### src/rtl/dmem_arbiter.sv
// dmem_arbiter: shares one request/ack data bus between the pipeline memory
// stage and the cache-op port, with optional fair arbitration and an ack timeout.
module dmem_arbiter #(
    parameter int FAIR_EN     = 1,
    parameter int ACK_TIMEOUT = 255
) (
    input  logic        clk,
    input  logic        rst,
    input  logic        mem_en,
    input  logic [3:0]  mem_wen,
    input  logic [31:0] mem_addr,
    input  logic [31:0] mem_wdata,
    output logic [31:0] mem_rdata,
    input  logic        flush,
    output logic        stall,
    input  logic        cop_req,
    input  logic [31:0] cop_addr,
    input  logic [1:0]  cop_type,
    output logic        cop_done,
    output logic        bus_req,
    output logic        bus_wr,
    output logic        bus_cop,
    output logic [1:0]  bus_type,
    output logic [3:0]  bus_wstrb,
    output logic [31:0] bus_addr,
    output logic [31:0] bus_wdata,
    input  logic        bus_ack,
    input  logic [31:0] bus_rdata,
    output logic        bus_err
);
    localparam logic [2:0] IDLE      = 3'd0;
    localparam logic [2:0] PIPE_BUSY = 3'd1;
    localparam logic [2:0] COP_BUSY  = 3'd2;
    localparam logic [2:0] PIPE_RESP = 3'd3;
    localparam logic [2:0] COP_RESP  = 3'd4;

    localparam int CNT_W = (ACK_TIMEOUT < 2) ? 1 : $clog2(ACK_TIMEOUT + 1);
    localparam logic [CNT_W-1:0] TMO_LAST = (ACK_TIMEOUT == 0) ? {CNT_W{1'b0}} : CNT_W'(ACK_TIMEOUT - 1);

    logic [2:0]       state_r;
    logic             last_cop_r;
    logic             owned_r;
    logic [CNT_W-1:0] cnt_r;
    logic             pipe_req_s;
    logic             grant_pipe_s;
    logic             grant_cop_s;
    logic             timeout_s;

    // Arbitration: grants only from IDLE; a tie goes to the port not served last when fair.
    always_comb begin
        pipe_req_s   = mem_en & ~flush;
        grant_pipe_s = 1'b0;
        grant_cop_s  = 1'b0;
        if (state_r == IDLE) begin
            if (pipe_req_s && cop_req) begin
                if ((FAIR_EN != 0) && last_cop_r) begin
                    grant_pipe_s = 1'b1;
                end else begin
                    grant_cop_s = 1'b1;
                end
            end else begin
                grant_pipe_s = pipe_req_s;
                grant_cop_s  = cop_req;
            end
        end else begin
            grant_pipe_s = 1'b0;
            grant_cop_s  = 1'b0;
        end
    end

    // Timeout fires on the ACK_TIMEOUT-th BUSY cycle that sees no ack.
    always_comb begin
        timeout_s = 1'b0;
        if ((ACK_TIMEOUT != 0) && (cnt_r == TMO_LAST) && !bus_ack) begin
            timeout_s = 1'b1;
        end else begin
            timeout_s = 1'b0;
        end
    end

    // A flushed pipeline access no longer owns the response, so stall cannot release on it.
    assign stall = mem_en & ~flush & ~((state_r == PIPE_RESP) & owned_r);

    // Transaction FSM, registered bus request and load-data capture.
    always_ff @(posedge clk) begin
        if (rst) begin
            state_r    <= IDLE;
            last_cop_r <= 1'b0;
            owned_r    <= 1'b0;
            cnt_r      <= {CNT_W{1'b0}};
            bus_req    <= 1'b0;
            bus_wr     <= 1'b0;
            bus_cop    <= 1'b0;
            bus_type   <= 2'b00;
            bus_wstrb  <= 4'b0000;
            bus_addr   <= 32'h0;
            bus_wdata  <= 32'h0;
            bus_err    <= 1'b0;
            cop_done   <= 1'b0;
            mem_rdata  <= 32'h0;
        end else begin
            bus_err  <= 1'b0;
            cop_done <= 1'b0;
            case (state_r)
                IDLE: begin
                    if (grant_cop_s) begin
                        bus_req    <= 1'b1;
                        bus_wr     <= 1'b0;
                        bus_cop    <= 1'b1;
                        bus_type   <= cop_type;
                        bus_wstrb  <= 4'b0000;
                        bus_addr   <= cop_addr;
                        bus_wdata  <= 32'h0;
                        cnt_r      <= {CNT_W{1'b0}};
                        last_cop_r <= 1'b1;
                        state_r    <= COP_BUSY;
                    end else if (grant_pipe_s) begin
                        bus_req    <= 1'b1;
                        bus_wr     <= |mem_wen;
                        bus_cop    <= 1'b0;
                        bus_type   <= 2'b00;
                        bus_wstrb  <= mem_wen;
                        bus_addr   <= mem_addr;
                        bus_wdata  <= mem_wdata;
                        cnt_r      <= {CNT_W{1'b0}};
                        last_cop_r <= 1'b0;
                        owned_r    <= 1'b1;
                        state_r    <= PIPE_BUSY;
                    end
                end
                PIPE_BUSY: begin
                    if (flush) begin
                        owned_r <= 1'b0;
                    end
                    if (bus_ack || timeout_s) begin
                        if (owned_r && !flush) begin
                            mem_rdata <= bus_ack ? bus_rdata : 32'h0;
                        end
                        bus_req <= 1'b0;
                        bus_err <= ~bus_ack;
                        state_r <= PIPE_RESP;
                    end
                    if (!bus_ack && (ACK_TIMEOUT != 0)) begin
                        cnt_r <= cnt_r + CNT_W'(1'b1);
                    end
                end
                COP_BUSY: begin
                    if (bus_ack || timeout_s) begin
                        bus_req  <= 1'b0;
                        bus_err  <= ~bus_ack;
                        cop_done <= 1'b1;
                        state_r  <= COP_RESP;
                    end
                    if (!bus_ack && (ACK_TIMEOUT != 0)) begin
                        cnt_r <= cnt_r + CNT_W'(1'b1);
                    end
                end
                PIPE_RESP, COP_RESP: begin
                    state_r <= IDLE;
                end
                default: begin
                    bus_req <= 1'b0;
                    state_r <= IDLE;
                end
            endcase
        end
    end
endmodule
### config.mk
export PLATFORM = sky130hd
export DESIGN_NAME = dmem_arbiter
export DESIGN_NICKNAME = d
export VERILOG_FILES = /design/src/rtl/dmem_arbiter.sv
export SDC_FILE = /design/constraint.sdc
export NUM_CORES = 1
export LEC_CHECK = 0
export ABC_AREA = 1
export BUFFER_PORTS_ARGS = -buffer_cell sky130_fd_sc_hd__buf_2
export CORE_MARGIN = 1.5
export CORE_UTILIZATION = 50
export DETAILED_ROUTE_END_ITERATION = 7
export PLACE_DENSITY_LB_ADDON = 0.3
export RECOVER_POWER = 25
export SLEW_MARGIN = 20
export SYNTH_ARGS = -nofsm -noshare
export SYNTH_HDL_FRONTEND = slang
export SYNTH_SLANG_ARGS = --single-unit
### constraint.sdc
create_clock -name clk -period 2.85 [get_ports clk]
set_input_delay 0.1425 -clock clk [delete_from_list [all_inputs] [get_ports clk]]
set_output_delay 0.1425 -clock clk [all_outputs]
set_load 0.01 [all_outputs]
==> impl_metrics.yaml <==
routing:
  num_vias: 6276
  dr.max_layer_used: "met4"
  drt_iter0_drc: 354
  wl_met3_um: 1740
  antenna_left: 0
  via_per_inst: 5.24
  drt-pass1-iter-count: 7
  avgRoutedWirePerCell_um: 16.6
  wl_um: 19900
  wirelength_met1_um: 6980
  drcViolationCount: 0
  wl_met2_um: 10000
critical_path:
  cp.depth: 10
  cp_slowest_cell: "dlygate4sd3_1"
  cp_max_fo: 41
  path_cells: "inv_1 -> nand2_2 -> nand3_4 -> nor2_8 -> buf_12 -> nand2_1 -> nand2_1 -> inv_1 -> a21oi_2 -> dlygate4sd3_1"
  cp.arrival_ns: 2.91
  rrSetupSlack_ns: 0.39
  critPathTopFamily: "buffers and inverters"
  worstSetupStartpoint: "last_cop_r$_SDFFE_PP0P_"
  crit_buf_inv: 4
  worstSetupEndpoint: "bus_addr[28]$_SDFFE_PP0P_"
  r2r-end: "bus_addr[28]$_SDFFE_PP0P_"
  r2r_cells: 10
  timing.rr.start: "last_cop_r$_SDFFE_PP0P_"
  required_ns: 3.31
  worstSetupEndpointType: "flip-flop"
  max_stage_delay_ns: 0.56
  path_class: "reg2reg"
  critPathLaunchType: "flip-flop"
sta:
  grt_setup_unrepaired: "false"
  finalMaxSlewViolations: 0
  period_minus_slack_ns: 2.46
  fin_setup_tns_ns: 0
  skew_ns: 0.0119
  relSlewSlack_pct: 58.9
  final-setup-viol-count: 0
  fmax_mhz: 407
  fin_crit_sh_pct: 86.2
  timing_hold_violations_final: 0
  tightest_slew_ns: 0.617
logic_synthesis:
  synth_top_family_by_area: "simple AND/OR/NAND/NOR gates"
  synth-simple-area-share_pct: 29.3
  synthMuxAreaShare_pct: 0
  async_flop_share_pct: 0
  synth_edf_count: 0
  synth.avg_cell_area_um2: 7.32
  synthFlopType: "dfxtp_1"
  synthCells: 689
  ys_types: 31
  netlist_area_um2: 5040
  synth-adder-area-share_pct: 0.496
  synth_seq_cells: 119
  synth-compound-area-share_pct: 12.8
  yosys_warnings: 0
  synth_xor_area_share_pct: 0.521
  synth_nets: 831
  yosysSeqAreaShare_pct: 47.2
worst_hold_path:
  hp-class: "in2reg"
power:
  seqPwrFrac_pct: 35.8
  p_comb_share_pct: 23.1
  irDropWorstVdd_uv: 417
  switchingPower_mw: 1.62
  p_int_mw: 3.62
  swShare_pct: 30.9
  cellLeakagePower_nw: 3.66
  clockPowerShare_pct: 41.1
  power.density_nw_per_um2: 648
die:
  coreArea_um2: 9770
  ios: 248
  die_y_um: 103
  start_util_pct: 51.6
  dieArea_um2: 10700
  die_w_um: 103
  num_rows: 36
clock_tree:
  cts_setup_buffers: 0
  clockRootBuffer: "clkbuf_8"
  ctsHtreeMaxLevel: 4
  clkSlewWorstSetupHoldPaths_ns: 0.06
  cts_tree: "yes"
  clock_latency_ns: 0.52
  cts_buffer_depth: 2
  cts_inserted_buffers: 17
  clock_sinks: 119
placement:
  dp_hpwl_um: 9670
  portBuffers: 247
  globalplace.congestion: 0.804
  dp.cells: 1035
global_route:
  antenna_found_initial: 0
  grt_pass1_vias: 6326
  gr-usage-all-layers_pct: 36.4
  grt_pass1_wl_um: 29700
  grt.overflow.total: 0
  grt_max_degree: 46
finish:
  fill_cells: 595
  area_growth_pct: 60.2
  nets: 1194
  finalNonFillerCells: 1198
  antenna_cells: 0
  drive_above_1_share_pct: 24.1
  multi_input_area_um2: 2180
  register_area_um2: 2380
outcome:
  status: "finished, final reports clean"
flow_run:
  drv_cap: 0
worst min-delay path: stages:
cell	delay, ns
buf_2	0.07
nand4_1	0.11
nand3_1	0.09
nand2_1	0.05
inv_1	0.04
registers in the layout, summed over array words and instances, names as in the netlist:
register	cells
bus_addr	32
bus_wdata	32
mem_rdata	32
cnt_r	8
bus_wstrb	4
state_r	3
bus_type	2
bus_err	1
bus_req	1
bus_wr	1
cop_done	1
last_cop_r	1
owned_r	1
stage by stage:
step | utilization [%] | setup slack (ns) | hold slack (ns) | total power [mW] | area (um^2)
floorplan | - | 1.50 | 0.285 | 2.59 | 5040
global placement | 63.9 | 1.11 | 0.394 | 2.83 | 6240
detailed placement | 63.9 | 1.09 | 0.397 | 2.83 | 6240
CTS | 83.3 | 0.557 | 0.0306 | 5.14 | 8150
global route | 82.6 | 0.258 | 0.0575 | 5.41 | 8080
finish | 82.6 | 0.393 | 0.0241 | 5.23 | 8080
how the worst min path moves through the flow:
stage,cells past startpoint,from,endpoint,slack (ns)
2_1_floorplan,2,cop_type[0],bus_type[0]$_SDFFE_PP0P_,0.29
3_3_place_gp,3,mem_wdata[3],bus_wdata[3]$_SDFFE_PP0P_,0.39
3_5_place_dp,3,mem_wdata[2],bus_wdata[2]$_SDFFE_PP0P_,0.40
4_1_cts,5,cop_addr[23],bus_addr[23]$_SDFFE_PP0P_,0.03
5_1_grt,5,cop_addr[23],bus_addr[23]$_SDFFE_PP0P_,0.06
6_report,5,cop_addr[23],bus_addr[23]$_SDFFE_PP0P_,0.02
cell families (layout without fill, tap and decap cells):
logic type | count (synthesis) | after routing
flops | 119 | 119
compound gates | 117 | 117
buf+inv | 95 | 471
xor+xnor | 3 | 3
fa+ha+maj | 2 | 2
simple gates | 353 | 353
layer usage:
metal | vias to the layer above | global-route usage, %
li1 | 2901 | -
met1 | 2859 | 38.5
met2 | 408 | 63.0
met3 | 108 | 11.3
met4 | 0 | 22.8
met5 | - | 0
area by class of cell:
cell class                      count  area share [%]
Sequential cell                   119            29.5
Tap cell                          133            2.06
Multi-Input combinational cell    475            27.0
Timing Repair Buffer              386            31.6
Clock buffer                       18            5.17
Clock inverter                     14            2.18
Inverter                           53            2.53
timing repair:
action | 4_1_cts | 5_1_grt
endpoints found under the hold margin | 103 | 0
hold buffers | 131 | 0
gates resized for setup | 0 | 0
power groups by stage:
stage               clock (mW)  combinational [mW]  sequential (mW)
floorplan                    0               0.654             1.94
global placement             0               0.941             1.89
detailed placement           0               0.944             1.89
CTS                       2.14                1.14             1.86
global route              2.22                1.30             1.88
finish                    2.15                1.21             1.87
synthesized netlist by cell type, types with 2 or more instances:
library cell,number,area [um^2]
a21oi_1,97,485
buf_8,2,30.0
buf_4,3,22.5
buf_6,7,78.8
nand3_4,2,35.0
nand2_1,270,1010
dfxtp_1,119,2380
nand4_1,5,31.3
nor2_1,19,71.3
a21oi_2,14,123
nand2_4,2,22.5
inv_2,2,7.51
clkbuf_1,14,52.6
nand3_1,47,235
buf_2,14,70.1
ha_1,2,25.0
xnor2_1,3,26.3
inv_1,50,188
nor2_2,2,12.5
o21ai_0,4,20.0
placed cells by master, fill, tap and decap left out, types with 4 or more instances in the layout:
cell type / netlist / layout
nand2_1: 270 / 270
buf_2: 14 / 190
dlygate4sd3_1: 0 / 131
dfxtp_1: 119 / 119
a21oi_1: 97 / 97
clkbuf_1: 14 / 57
inv_1: 50 / 50
nand3_1: 47 / 47
nor2_1: 19 / 19
clkbuf_16: 0 / 16
a21oi_2: 14 / 14
buf_4: 3 / 8
nand4_1: 5 / 5
clkinvlp_4: 0 / 5
o21ai_0: 4 / 4
Power figures use the tool's default switching activity.
